$ cat config.mk
export PLATFORM = sky130hd
export DESIGN_NAME = mult_result_recombiner_flat
export DESIGN_NICKNAME = d
export VERILOG_FILES = /design/src/rtl/mult_result_recombiner_pkg.sv /design/src/rtl/mult_result_recombiner_if.sv /design/src/rtl/mult_lane_splitter.sv /design/src/rtl/mult_result_recombiner.sv /design/src/flat_wrapper.sv
export SDC_FILE = /design/constraint.sdc
export NUM_CORES = 1
export LEC_CHECK = 0
export ABC_AREA = 0
export CAP_MARGIN = 10
export CORE_MARGIN = 2
export CORE_UTILIZATION = 43
export DETAILED_ROUTE_END_ITERATION = 10
export PLACE_DENSITY_LB_ADDON = 0.3
export RECOVER_POWER = 100
export SYNTH_ARGS = -nofsm -noshare
export SYNTH_HDL_FRONTEND = slang
export SYNTH_SLANG_ARGS = --single-unit
$ cat constraint.sdc
create_clock -name clk -period 29.8 [get_ports clk]
set_clock_uncertainty 0.05 [all_clocks]
set_input_delay 5.96 -clock clk [delete_from_list [all_inputs] [get_ports clk]]
set_output_delay 5.96 -clock clk [all_outputs]
set_load 0.1 [all_outputs]
$ cat src/rtl/mult_result_recombiner_pkg.sv
// Shared constants and types for the multiplier result recombiner.
// Holds mode encodings, per-mode lane widths, FSM state encoding, the P1 beat record
// and the bad-beat classification helper.
package mult_recomb_pkg;

  localparam logic [1:0] MODE_18x12   = 2'b00;
  localparam logic [1:0] MODE_SUM_6x6 = 2'b01;
  localparam logic [1:0] MODE_SUM_3x3 = 2'b10;
  localparam logic [1:0] MODE_RSVD    = 2'b11;

  localparam int unsigned LANE_W_18X12 = 30;
  localparam int unsigned LANE_W_6X6   = 14;
  localparam int unsigned LANE_W_3X3   = 8;

  localparam logic [1:0] COLLECT = 2'd0;
  localparam logic [1:0] DRAIN   = 2'd1;
  localparam logic [1:0] EMIT    = 2'd2;

  // One accepted multiplier beat as held in the P1 stage.
  typedef struct packed {
    logic [1:0]  mode;
    logic        sgn;
    logic        bad;
    logic [7:0]  carry;
    logic [29:0] r1;
    logic [29:0] r0;
  } beat_t;

  // A beat is discarded (counted, contributes zero) if it disagrees with the group
  // mode or uses the reserved encoding.
  function automatic logic beat_is_bad(input logic [1:0] beat_mode, input logic [1:0] grp_mode);
    return (beat_mode != grp_mode) || (beat_mode == MODE_RSVD);
  endfunction

endpackage

$ cat src/rtl/mult_result_recombiner_if.sv
// Bus between the split-output multiplier (master) and the recombiner (slave).
// Input side: in_valid/in_ready handshake with mode, signedness, two partial results,
// SIDM carries and group length. Output side: out_valid/out_ready with group mode,
// four lane totals (lane0 in LSBs), group error flag and a per-bad-beat pulse.
interface mult_result_recombiner_if #(
  parameter int unsigned ACC_W = 48,
  parameter int unsigned CNT_W = 8
);
  logic               in_valid;
  logic               in_ready;
  logic [1:0]         mode;
  logic               a_sign;
  logic               b_sign;
  logic [29:0]        result_0;
  logic [29:0]        result_1;
  logic [7:0]         result_SIDM_carry;
  logic [CNT_W-1:0]   len;
  logic               out_valid;
  logic               out_ready;
  logic [1:0]         out_mode;
  logic [4*ACC_W-1:0] out_acc;
  logic               out_err;
  logic               err_mode;

  modport master (
    output in_valid, mode, a_sign, b_sign, result_0, result_1, result_SIDM_carry, len,
    output out_ready,
    input  in_ready, out_valid, out_mode, out_acc, out_err, err_mode
  );

  modport slave (
    input  in_valid, mode, a_sign, b_sign, result_0, result_1, result_SIDM_carry, len,
    input  out_ready,
    output in_ready, out_valid, out_mode, out_acc, out_err, err_mode
  );
endinterface

$ cat src/rtl/mult_lane_splitter.sv
// Combinational recombination of the two partial results plus SIDM carries into
// four lane values, sign- or zero-extended to ACC_W.
// Ports: mode_i (lane layout), sgn_i (signed extension), r0_i/r1_i (partial results),
// carry_i (2 carry bits per 6-bit segment), lanes_o (lane3..lane0, each ACC_W).
module mult_lane_splitter
  import mult_recomb_pkg::*;
#(
  parameter int unsigned ACC_W = 48
) (
  input  logic [1:0]            mode_i,
  input  logic                  sgn_i,
  input  logic [29:0]           r0_i,
  input  logic [29:0]           r1_i,
  input  logic [7:0]            carry_i,
  output logic [3:0][ACC_W-1:0] lanes_o
);

  logic [LANE_W_18X12-1:0] l18;
  logic [19:0]             s6_lo;
  logic [LANE_W_6X6-1:0]   s6_hi;
  logic [13:0]             s3_lo;
  logic [LANE_W_3X3-1:0]   s3_1, s3_2, s3_3;

  always_comb begin
    l18   = r0_i + r1_i;
    // Low lanes carry their sum into the upper bits; the lane value sits above bit 6.
    s6_lo = {carry_i[3:2], r0_i[17:0]} + {2'b00, r1_i[17:0]};
    s6_hi = {carry_i[7:6], r0_i[29:18]} + {2'b00, r1_i[29:18]};
    s3_lo = {carry_i[1:0], r0_i[11:0]} + {2'b00, r1_i[11:0]};
    s3_1  = {carry_i[3:2], r0_i[17:12]} + {2'b00, r1_i[17:12]};
    s3_2  = {carry_i[5:4], r0_i[23:18]} + {2'b00, r1_i[23:18]};
    s3_3  = {carry_i[7:6], r0_i[29:24]} + {2'b00, r1_i[29:24]};

    lanes_o = '0;
    case (mode_i)
      MODE_18x12: begin
        lanes_o[0] = {{(ACC_W-30){sgn_i & l18[29]}}, l18};
      end
      MODE_SUM_6x6: begin
        lanes_o[0] = {{(ACC_W-14){sgn_i & s6_lo[19]}}, s6_lo[19:6]};
        lanes_o[1] = {{(ACC_W-14){sgn_i & s6_hi[13]}}, s6_hi};
      end
      MODE_SUM_3x3: begin
        lanes_o[0] = {{(ACC_W-8){sgn_i & s3_lo[13]}}, s3_lo[13:6]};
        lanes_o[1] = {{(ACC_W-8){sgn_i & s3_1[7]}}, s3_1};
        lanes_o[2] = {{(ACC_W-8){sgn_i & s3_2[7]}}, s3_2};
        lanes_o[3] = {{(ACC_W-8){sgn_i & s3_3[7]}}, s3_3};
      end
      default: lanes_o = '0;
    endcase
  end

endmodule

$ cat src/rtl/mult_result_recombiner.sv
// Consumer of the split-output multiplier. Accepts beats, registers them into P1,
// accumulates len beats per lane as one dot-product group and presents the totals
// on a valid/ready output.
// Ports: clk, reset (async, active-high), bus_io (slave side of the recombiner bus).
module mult_result_recombiner
  import mult_recomb_pkg::*;
#(
  parameter int unsigned ACC_W = 48,
  parameter int unsigned CNT_W = 8
) (
  input logic clk,
  input logic reset,
  mult_result_recombiner_if.slave bus_io
);

  logic [1:0]            state_q, state_d;
  logic [CNT_W-1:0]      count_q, count_d;
  logic [CNT_W-1:0]      len_q, len_d;
  logic [1:0]            mode_q, mode_d;
  beat_t                 p1_q, p1_d;
  logic                  p1_valid_q, p1_valid_d;
  logic [3:0][ACC_W-1:0] acc_q, acc_d;
  logic                  err_q, err_d;
  logic                  err_pulse_q, err_pulse_d;

  logic                  accept;
  logic                  first_beat;
  logic                  last_beat;
  logic [1:0]            grp_mode;
  logic [CNT_W-1:0]      eff_len;
  logic [3:0][ACC_W-1:0] lanes;

  assign bus_io.in_ready  = (state_q == COLLECT) && !reset;
  assign bus_io.out_valid = (state_q == EMIT);
  assign bus_io.out_mode  = mode_q;
  assign bus_io.out_acc   = acc_q;
  assign bus_io.out_err   = err_q;
  assign bus_io.err_mode  = err_pulse_q;

  always_comb begin
    accept     = bus_io.in_valid && bus_io.in_ready;
    first_beat = (count_q == '0);
    // Mode and len come straight from the bus on the first beat, then from the latch.
    grp_mode   = first_beat ? bus_io.mode : mode_q;
    eff_len    = first_beat ? bus_io.len : len_q;
    if (eff_len == '0) begin
      eff_len = CNT_W'(1);
    end
    last_beat  = ((count_q + CNT_W'(1)) == eff_len);
  end

  always_comb begin
    p1_valid_d = accept;
    p1_d       = p1_q;
    if (accept) begin
      p1_d.mode  = bus_io.mode;
      p1_d.sgn   = bus_io.a_sign | bus_io.b_sign;
      p1_d.bad   = beat_is_bad(bus_io.mode, grp_mode);
      p1_d.carry = bus_io.result_SIDM_carry;
      p1_d.r1    = bus_io.result_1;
      p1_d.r0    = bus_io.result_0;
    end
  end

  mult_lane_splitter #(
    .ACC_W(ACC_W)
  ) u_splitter (
    .mode_i (p1_q.mode),
    .sgn_i  (p1_q.sgn),
    .r0_i   (p1_q.r0),
    .r1_i   (p1_q.r1),
    .carry_i(p1_q.carry),
    .lanes_o(lanes)
  );

  always_comb begin
    state_d     = state_q;
    count_d     = count_q;
    len_d       = len_q;
    mode_d      = mode_q;
    acc_d       = acc_q;
    err_d       = err_q;
    err_pulse_d = 1'b0;

    if (p1_valid_q) begin
      if (p1_q.bad) begin
        err_pulse_d = 1'b1;
        err_d       = 1'b1;
      end else begin
        for (int i = 0; i < 4; i++) begin
          acc_d[i] = acc_q[i] + lanes[i];
        end
      end
    end

    case (state_q)
      COLLECT: begin
        if (accept) begin
          if (first_beat) begin
            mode_d = bus_io.mode;
            len_d  = eff_len;
          end
          count_d = count_q + CNT_W'(1);
          if (last_beat) begin
            state_d = DRAIN;
          end
        end
      end
      DRAIN: state_d = EMIT;
      EMIT: begin
        if (bus_io.out_ready) begin
          state_d = COLLECT;
          count_d = '0;
          acc_d   = '0;
          err_d   = 1'b0;
        end
      end
      default: state_d = COLLECT;
    endcase
  end

  always_ff @(posedge clk or posedge reset) begin
    if (reset) begin
      state_q     <= COLLECT;
      count_q     <= '0;
      len_q       <= '0;
      mode_q      <= MODE_18x12;
      p1_q        <= '0;
      p1_valid_q  <= 1'b0;
      acc_q       <= '0;
      err_q       <= 1'b0;
      err_pulse_q <= 1'b0;
    end else begin
      state_q     <= state_d;
      count_q     <= count_d;
      len_q       <= len_d;
      mode_q      <= mode_d;
      p1_q        <= p1_d;
      p1_valid_q  <= p1_valid_d;
      acc_q       <= acc_d;
      err_q       <= err_d;
      err_pulse_q <= err_pulse_d;
    end
  end

endmodule

$ cat src/flat_wrapper.sv
// flat-port wrapper written by rule: the top's interface ports become plain ports
module mult_result_recombiner_flat import mult_recomb_pkg::*;
#(
  parameter int unsigned ACC_W = 48,
  parameter int unsigned CNT_W = 8
)
  (clk, reset, bus_io_in_valid, bus_io_mode, bus_io_a_sign, bus_io_b_sign, bus_io_result_0, bus_io_result_1, bus_io_result_SIDM_carry, bus_io_len, bus_io_out_ready, bus_io_in_ready, bus_io_out_valid, bus_io_out_mode, bus_io_out_acc, bus_io_out_err, bus_io_err_mode);
  mult_result_recombiner_if #(.ACC_W(ACC_W), .CNT_W(CNT_W)) bus_io_i ();
  input logic clk;
  input logic reset;
  input wire logic [$bits(bus_io_i.in_valid)-1:0] bus_io_in_valid;
  input wire logic [$bits(bus_io_i.mode)-1:0] bus_io_mode;
  input wire logic [$bits(bus_io_i.a_sign)-1:0] bus_io_a_sign;
  input wire logic [$bits(bus_io_i.b_sign)-1:0] bus_io_b_sign;
  input wire logic [$bits(bus_io_i.result_0)-1:0] bus_io_result_0;
  input wire logic [$bits(bus_io_i.result_1)-1:0] bus_io_result_1;
  input wire logic [$bits(bus_io_i.result_SIDM_carry)-1:0] bus_io_result_SIDM_carry;
  input wire logic [$bits(bus_io_i.len)-1:0] bus_io_len;
  input wire logic [$bits(bus_io_i.out_ready)-1:0] bus_io_out_ready;
  output wire logic [$bits(bus_io_i.in_ready)-1:0] bus_io_in_ready;
  output wire logic [$bits(bus_io_i.out_valid)-1:0] bus_io_out_valid;
  output wire logic [$bits(bus_io_i.out_mode)-1:0] bus_io_out_mode;
  output wire logic [$bits(bus_io_i.out_acc)-1:0] bus_io_out_acc;
  output wire logic [$bits(bus_io_i.out_err)-1:0] bus_io_out_err;
  output wire logic [$bits(bus_io_i.err_mode)-1:0] bus_io_err_mode;
  assign bus_io_i.in_valid = bus_io_in_valid;
  assign bus_io_i.mode = bus_io_mode;
  assign bus_io_i.a_sign = bus_io_a_sign;
  assign bus_io_i.b_sign = bus_io_b_sign;
  assign bus_io_i.result_0 = bus_io_result_0;
  assign bus_io_i.result_1 = bus_io_result_1;
  assign bus_io_i.result_SIDM_carry = bus_io_result_SIDM_carry;
  assign bus_io_i.len = bus_io_len;
  assign bus_io_i.out_ready = bus_io_out_ready;
  assign bus_io_in_ready = bus_io_i.in_ready;
  assign bus_io_out_valid = bus_io_i.out_valid;
  assign bus_io_out_mode = bus_io_i.out_mode;
  assign bus_io_out_acc = bus_io_i.out_acc;
  assign bus_io_out_err = bus_io_i.out_err;
  assign bus_io_err_mode = bus_io_i.err_mode;
  mult_result_recombiner #(.ACC_W(ACC_W), .CNT_W(CNT_W)) u_core (.clk(clk), .reset(reset), .bus_io(bus_io_i));
endmodule
==> reports/metrics.yaml, run 1 <==
clocking:
  cts_setup_buffers: 0
  cts_buffers: 38
  cts-root-buf: "clkbuf_16"
  path_clk_slew_ns: 0.05
  clk_path_buf_depth: 3
  ctsResizeCount: 0
  cts_tree: "done"
  postCtsHoldBufs: 0
  insertion_delay_ns: 0.57
  cts.sinks: 287
  htree_levels: 2
global_route:
  grt_max_degree: 120
  antenna_found_initial: 1
  grt_pass1_vias: 21731
  overflow: 0
  gr-usage-all-layers_pct: 24.6
  grt_pass1_wl_um: 115000
hold_path:
  hp-class: "reg2reg"
  hold_path_startpoint: "u_core.p1_q[17]"
  whs_endpoint: "u_core.p1_q[17]"
  whs_path_depth: 2
synthesis:
  postSynth.asyncResetShare_pct: 100
  synth_cell_type_count: 78
  syn-num-nets: 3378
  ys_ff_latch: 287
  synthesis.area_um2: 24000
  synth_top_cell_area_share_pct: 29.9
  synth_ff_type: "dfrtp_1"
  synth_edf_count: 0
  avgSynthCellArea_um2: 7.85
  ys_top_cells_by_area: "dfrtp_1 30%, ha_1 12%, nand2_1 9.8%"
  yosysWarnings: 0
  syn_inst: 3062
  yosysTopAreaCell: "dfrtp_1"
  ys_seq_area_share_pct: 29.9
placed_design:
  dp.final_hpwl_um: 53100
  placed_cells: 3954
  routabilityCongestion: 0.951
  dpl_cell_area_um2: 27400
  port_buffers: 281
pwr:
  p_sw_share_pct: 56.7
  power_density_nw_per_um2: 117
  p_sw_w: 0.00191
  vdd_drop_max_mv: 0.126
  seqPwrFrac_pct: 19.8
  p_leak_nw: 13.9
  p_int_w: 0.00145
  clockPowerShare_pct: 14.6
  share_comb_of_total_power_pct: 65.6
sta:
  maxSlewViolCount: 674
  fin_crit_ns: 15.36
  max_freq_ghz: 0.0651
  hold_viol: 0
  rsz0062_at_grt: "no"
  tightest_slew_ns: 5.57
  slew_headroom_pct: -271
  fin_setup_tns_ns: 0
  finalCritPeriodShare_pct: 51.5
  setup_viol: 0
setup_path:
  reg2reg_depth: 25
  crit_fanout: 119
  r2r-start: "u_core.p1_q[0]"
  cp.buffers_inverters: 4
  cp-start-kind: "input pin"
  max_stage_delay_ns: 3.07
  arrival_ns: 15.19
  cp_cell_sequence: "dlygate4sd3_1, clkinvlp_2, clkbuf_1, clkbuf_1"
  reg2reg_slack_ns: 23.01
  slowest_stage: "clkinvlp_2"
  timing.rr.end: "u_core.bus_io.out_acc[43]"
  critPathKind: "in2async"
  worstSetupEndpointType: "asynchronous set/reset pin"
  cpMostUsedCell: "clkbuf_1"
  critical-path-top-delay-family: "buffers and inverters"
  required_ns: 29.63
floorplanning:
  ios: 282
  start_util_pct: 43.6
  core_area_um2: 55200
  die-area_um2: 57800
  dieHeight_um: 240
  num_rows: 86
  die_w_um: 240
final_layout:
  layout_common_cells: "626 x nand2_1, 378 x a21oi_1, 287 x dfrtp_1, 224 x ha_1, 200 x dlygate4sd3_1"
  drive_above_1_share_pct: 3.27
  final_common_cell: "nand2_1"
  antenna_cells: 0
  syn_to_final_growth_pct: 19.2
  finalInstanceArea_um2: 28700
  fill_cells: 5315
  final_cells: 4021
  nNetsFinal: 3562
drt:
  drcViolationCount: 0
  drt-initial-drc-count: 1541
  routed_wl_um: 72200
  drtAntennaViolNets: 0
  drt_pre_antenna_iters: 6
  vias: 22656
  wl_per_cell_um: 18.0
  vias_per_cell: 5.63
flow_run:
  drv_cap: 10
outcome:
  status: "finished, violations left"
  violations: "capacitance limit, slew limit"
-- layout make-up --
type | count | area [um2] | area share [%]
Clock buffer | 54 | 1120 | 3.91
Clock inverter | 13 | 208 | 0.725
Inverter | 69 | 260 | 0.908
Multi-Input combinational cell | 2550 | 16000 | 55.9
Sequential cell | 287 | 7180 | 25.1
Tap cell | 748 | 936 | 3.26
Timing Repair Buffer | 300 | 2930 | 10.2
-- power by group through the flow --
stage	logic (W)	registers, W	clock network (W)
final	0.00220	0.000666	0.000491
after global placement	0.00221	0.000675	0
after global routing	0.00236	0.000685	0.000518
after CTS	0.00224	0.000672	0.000502
after floorplan	0.000964	0.00140	0
after detailed placement	0.00223	0.000677	0
-- sequential cells by signal, indices dropped and copies added, names as in the netlist, 2 cells and up --
| register | flops |
|---|---|
| u_core.bus_io.out_acc | 192 |
| u_core.p1_q | 72 |
| u_core.count_q | 8 |
| u_core.len_q | 8 |
| u_core.bus_io.out_mode | 2 |
| u_core.state_q | 2 |
-- layer usage --
| layer | GRT usage (%) | part of all wire [%] |
|---|---|---|
| met3 | 4.09 | 5.9 |
| met1 | 32.3 | 44 |
| met5 | 0 | 0 |
| met4 | 7.79 | 2.9 |
| met2 | 41.2 | 47 |
-- cell families after synthesis --
| logic type | synth area share (%) |
|---|---|
| compound gates | 25.2 |
| xor+xnor | 8.09 |
| fa+ha+maj | 12.3 |
| buf+inv | 3.53 |
| flops | 29.9 |
| mux | 0.921 |
| simple gates | 20.1 |
-- per-stage QoR --
step | setup slack (ns) | utilization (%) | power (W) | hold slack, ns
3_3_place_gp | 15.71 | 49.6 | 0.00289 | 0.412
4_1_cts | 15.71 | 52.0 | 0.00341 | 0.430
5_1_grt | 12.43 | 51.9 | 0.00357 | 0.449
2_1_floorplan | 15.76 | - | 0.00237 | 0.390
3_5_place_dp | 15.72 | 49.6 | 0.00290 | 0.417
6_report | 14.44 | 51.9 | 0.00336 | 0.427
-- tightest hold or removal path, stage by stage, from the launching register on --
cell and delay [ns]:
dfrtp_1 0.34, nand2_1 0.05, nand2_1 0.05
-- cells in the mapped netlist (10+ instances only) --
| master | n |
|---|---|
| nand3_1 | 86 |
| nand4_1 | 39 |
| a21boi_0 | 12 |
| a22oi_1 | 13 |
| xor2_1 | 94 |
| and2_1 | 24 |
| nor2_1 | 148 |
| nand2b_1 | 23 |
| o21bai_1 | 33 |
| ha_1 | 224 |
| o21a_1 | 20 |
| a21oi_1 | 379 |
| o211ai_1 | 10 |
| a31oi_1 | 32 |
| or3_1 | 16 |
| clkbuf_1 | 139 |
| inv_1 | 69 |
| o31ai_1 | 11 |
| mux2i_1 | 12 |
| nor3_1 | 39 |
| dfrtp_1 | 287 |
| nor2b_1 | 27 |
| and3_1 | 23 |
| buf_1 | 14 |
| nand2_1 | 628 |
| xnor2_1 | 128 |
| a221oi_1 | 17 |
| o21ai_0 | 188 |
| a211oi_1 | 39 |
| a21o_1 | 137 |
-- how the worst max path moves through the flow --
stage	endpoint	cells after the start	from
6_report	u_core.bus_io.out_acc[61]	4	reset
5_1_grt	u_core.bus_io.out_acc[61]	4	reset
3_3_place_gp	bus_io_in_ready	3	reset
4_1_cts	bus_io_in_ready	3	reset
2_1_floorplan	bus_io_in_ready	1	reset
3_5_place_dp	bus_io_in_ready	3	reset
Note: power is estimated with default switching activity, not from simulation.
==> run 2, diff against run 1 <==
Clock period 29.8 ns to 14 ns, I/O delays scaled along.
==> run 2 against run 1 <==
The flow still finishes with violations (capacitance limit, slew limit). Setup slack worse by 9.5 ns. First-iteration DRC count is 5.7% higher. Largest cell class unchanged. Largest power group unchanged. Non-clock buffer count is 1 lower. Sequential power is 110% higher. Sequential share of layout area up 0.19 points. Critical path depth shrank 1. Routed wire length fell by 0.10%.
==> reports/metrics.yaml, run 2 (synthesis gave the netlist of run 1 again) <==
drt:
  drcViolationCount: 0  # unchanged
  vias: 22663  # was 22656
  drt-initial-drc-count: 1629  # was 1541
  drt_pre_antenna_iters: 6  # unchanged
  wl_per_cell_um: 18.0  # about the same
  routed_wl_um: 72100  # was 72200 um
  drtAntennaViolNets: 0  # unchanged
  vias_per_cell: 5.64  # was 5.63
setup_path:
  cp_cell_sequence: "dlygate4sd3_1, clkinvlp_2, clkbuf_1"  # was dlygate4sd3_1, clkinvlp_2, clkbuf_1, clkbuf_1
  critPathKind: "in2async"  # unchanged
  r2r-start: "u_core.p1_q[21]"  # was u_core.p1_q[0]
  crit_fanout: 95  # was 119
  slowest_stage: "clkbuf_1"  # was clkinvlp_2
  worstSetupEndpointType: "asynchronous set/reset pin"  # unchanged
  cp-start-kind: "input pin"  # unchanged
  required_ns: 13.73  # was 29.63 ns
  arrival_ns: 8.77  # was 15.19 ns
  reg2reg_depth: 20  # was 25
  timing.rr.end: "u_core.bus_io.out_acc[143]"  # was u_core.bus_io.out_acc[43]
  reg2reg_slack_ns: 6.20  # was 23.01 ns
  max_stage_delay_ns: 2.78  # was 3.07 ns
sta:
  fin_crit_ns: 9.04
  setup_viol: 0  # unchanged
  hold_viol: 0  # unchanged
  fin_setup_tns_ns: 0  # unchanged
  rsz0062_at_grt: "no"  # unchanged
  max_freq_ghz: 0.111
  tightest_slew_ns: 4.38  # was 5.57 ns
  slew_headroom_pct: -193  # was -271%
  maxSlewViolCount: 750  # was 674
  finalCritPeriodShare_pct: 64.5
hold_path:
  whs_path_depth: 1  # was 2
  whs_endpoint: "u_core.state_q[1]"  # was u_core.p1_q[17]
  hold_path_startpoint: "u_core.state_q[1]"  # was u_core.p1_q[17]
  hp-class: "reg2reg"  # unchanged
clocking:
  clk_path_buf_depth: 3  # unchanged
  cts.sinks: 287  # unchanged
  insertion_delay_ns: 0.55  # was 0.57 ns
  ctsResizeCount: 0  # unchanged
  cts_tree: "done"  # unchanged
  cts_setup_buffers: 0  # unchanged
  htree_levels: 2  # unchanged
  path_clk_slew_ns: 0.05  # about the same
  cts_buffers: 37  # was 38
  postCtsHoldBufs: 0  # unchanged
  cts-root-buf: "clkbuf_16"  # unchanged
final_layout:
  drive_above_1_share_pct: 2.88  # was 3.27%
  final_cells: 4015  # was 4021
  layout_common_cells: "626 x nand2_1, 379 x a21oi_1, 287 x dfrtp_1, 224 x ha_1, 200 x dlygate4sd3_1"  # was 626 x nand2_1, 378 x a21oi_1, 287 x dfrtp_1, 224 x ha_1, 200 x dlygate4sd3_1
  largest_reg_flops: 192  # unchanged
  fin_util_pct: 51.5  # was 51.9%
  syn_to_final_growth_pct: 18.4  # was 19.2%
  final_common_cell: "nand2_1"  # unchanged
  antenna_cells: 0  # unchanged
  nNetsFinal: 3560  # was 3562
floorplanning:
  ios: 282  # unchanged
  die_w_um: 240  # unchanged
  start_util_pct: 43.6  # unchanged
  die-area_um2: 57800  # unchanged
  num_rows: 86  # unchanged
  dieHeight_um: 240  # unchanged
  core_area_um2: 55200  # unchanged
global_route:
  grt_max_degree: 96  # was 120
  grt_pass1_wl_um: 114000  # was 115000 um
  overflow: 0  # unchanged
  antenna_found_initial: 0  # was 1
  grt_pass1_vias: 21313  # was 21731
  gr-usage-all-layers_pct: 24.5  # was 24.6%
placed_design:
  placed_cells: 3953  # was 3954
  routabilityCongestion: 0.923  # was 0.951
  port_buffers: 281  # unchanged
  dp.final_hpwl_um: 53000  # was 53100 um
outcome:
  violations: "capacitance limit, slew limit"  # unchanged
  status: "finished, violations left"  # unchanged
pwr:
  p_leak_nw: 13.8  # was 13.9 nW
  vdd_drop_max_mv: 0.280  # was 0.126 mV
  power_density_nw_per_um2: 247  # was 117 nW/um2
flow_run:
  drv_cap: 12  # was 10
[run 2: worst max-delay path by stage]
stage,end,cells past startpoint,startpoint
3_5_place_dp,bus_io_in_ready,3,reset
5_1_grt,u_core.bus_io.out_acc[100],3,reset
3_3_place_gp,bus_io_in_ready,3,reset
2_1_floorplan,u_core.bus_io.err_mode,1,reset
4_1_cts,bus_io_in_ready,3,reset
6_report,u_core.bus_io.out_acc[100],3,reset
[run 2: worst max-delay path, delay by kind of cell]
kind / cells / cell delay [ns]
buf+inv: 3 / 5.82
[run 2: stage by stage]
step	hold WS [ns]	cell area, um2	total power (W)	setup slack (ns)
2_1_floorplan	0.390	24000	0.00504	3.23
3_3_place_gp	0.411	27400	0.00615	6.24
3_5_place_dp	0.416	27400	0.00617	6.25
4_1_cts	0.425	28500	0.00715	6.23
5_1_grt	0.436	28500	0.00746	3.65
6_report	0.426	28500	0.00704	4.96
[run 2: layer usage]
metal	global-route usage [%]	share of wire, %	wire [um]
met4	7.25	2.6	1860
met2	41.0	47	33900
met5	0	0	0
met3	3.33	5.2	3740
met1	32.7	45	32600
[run 2: where the power goes]
group	switching (W)	internal (W)	total [W]
registers	0.000295	0.00112	0.00142
clock network	0.000377	0.000558	0.000935
logic	0.00336	0.00132	0.00468
total	0.00404	0.00300	0.00704
[run 2: area by class of cell]
| type | count | area (um2) |
|---|---|---|
| clock inverter | 11 | 115 |
| tap | 748 | 936 |
| clock buffer | 51 | 1050 |
| timing repair buffer | 299 | 2910 |
| sequential | 287 | 7180 |
| multi-input combinational | 2550 | 16000 |
| fill | 5342 | 26700 |
| inverter | 69 | 260 |
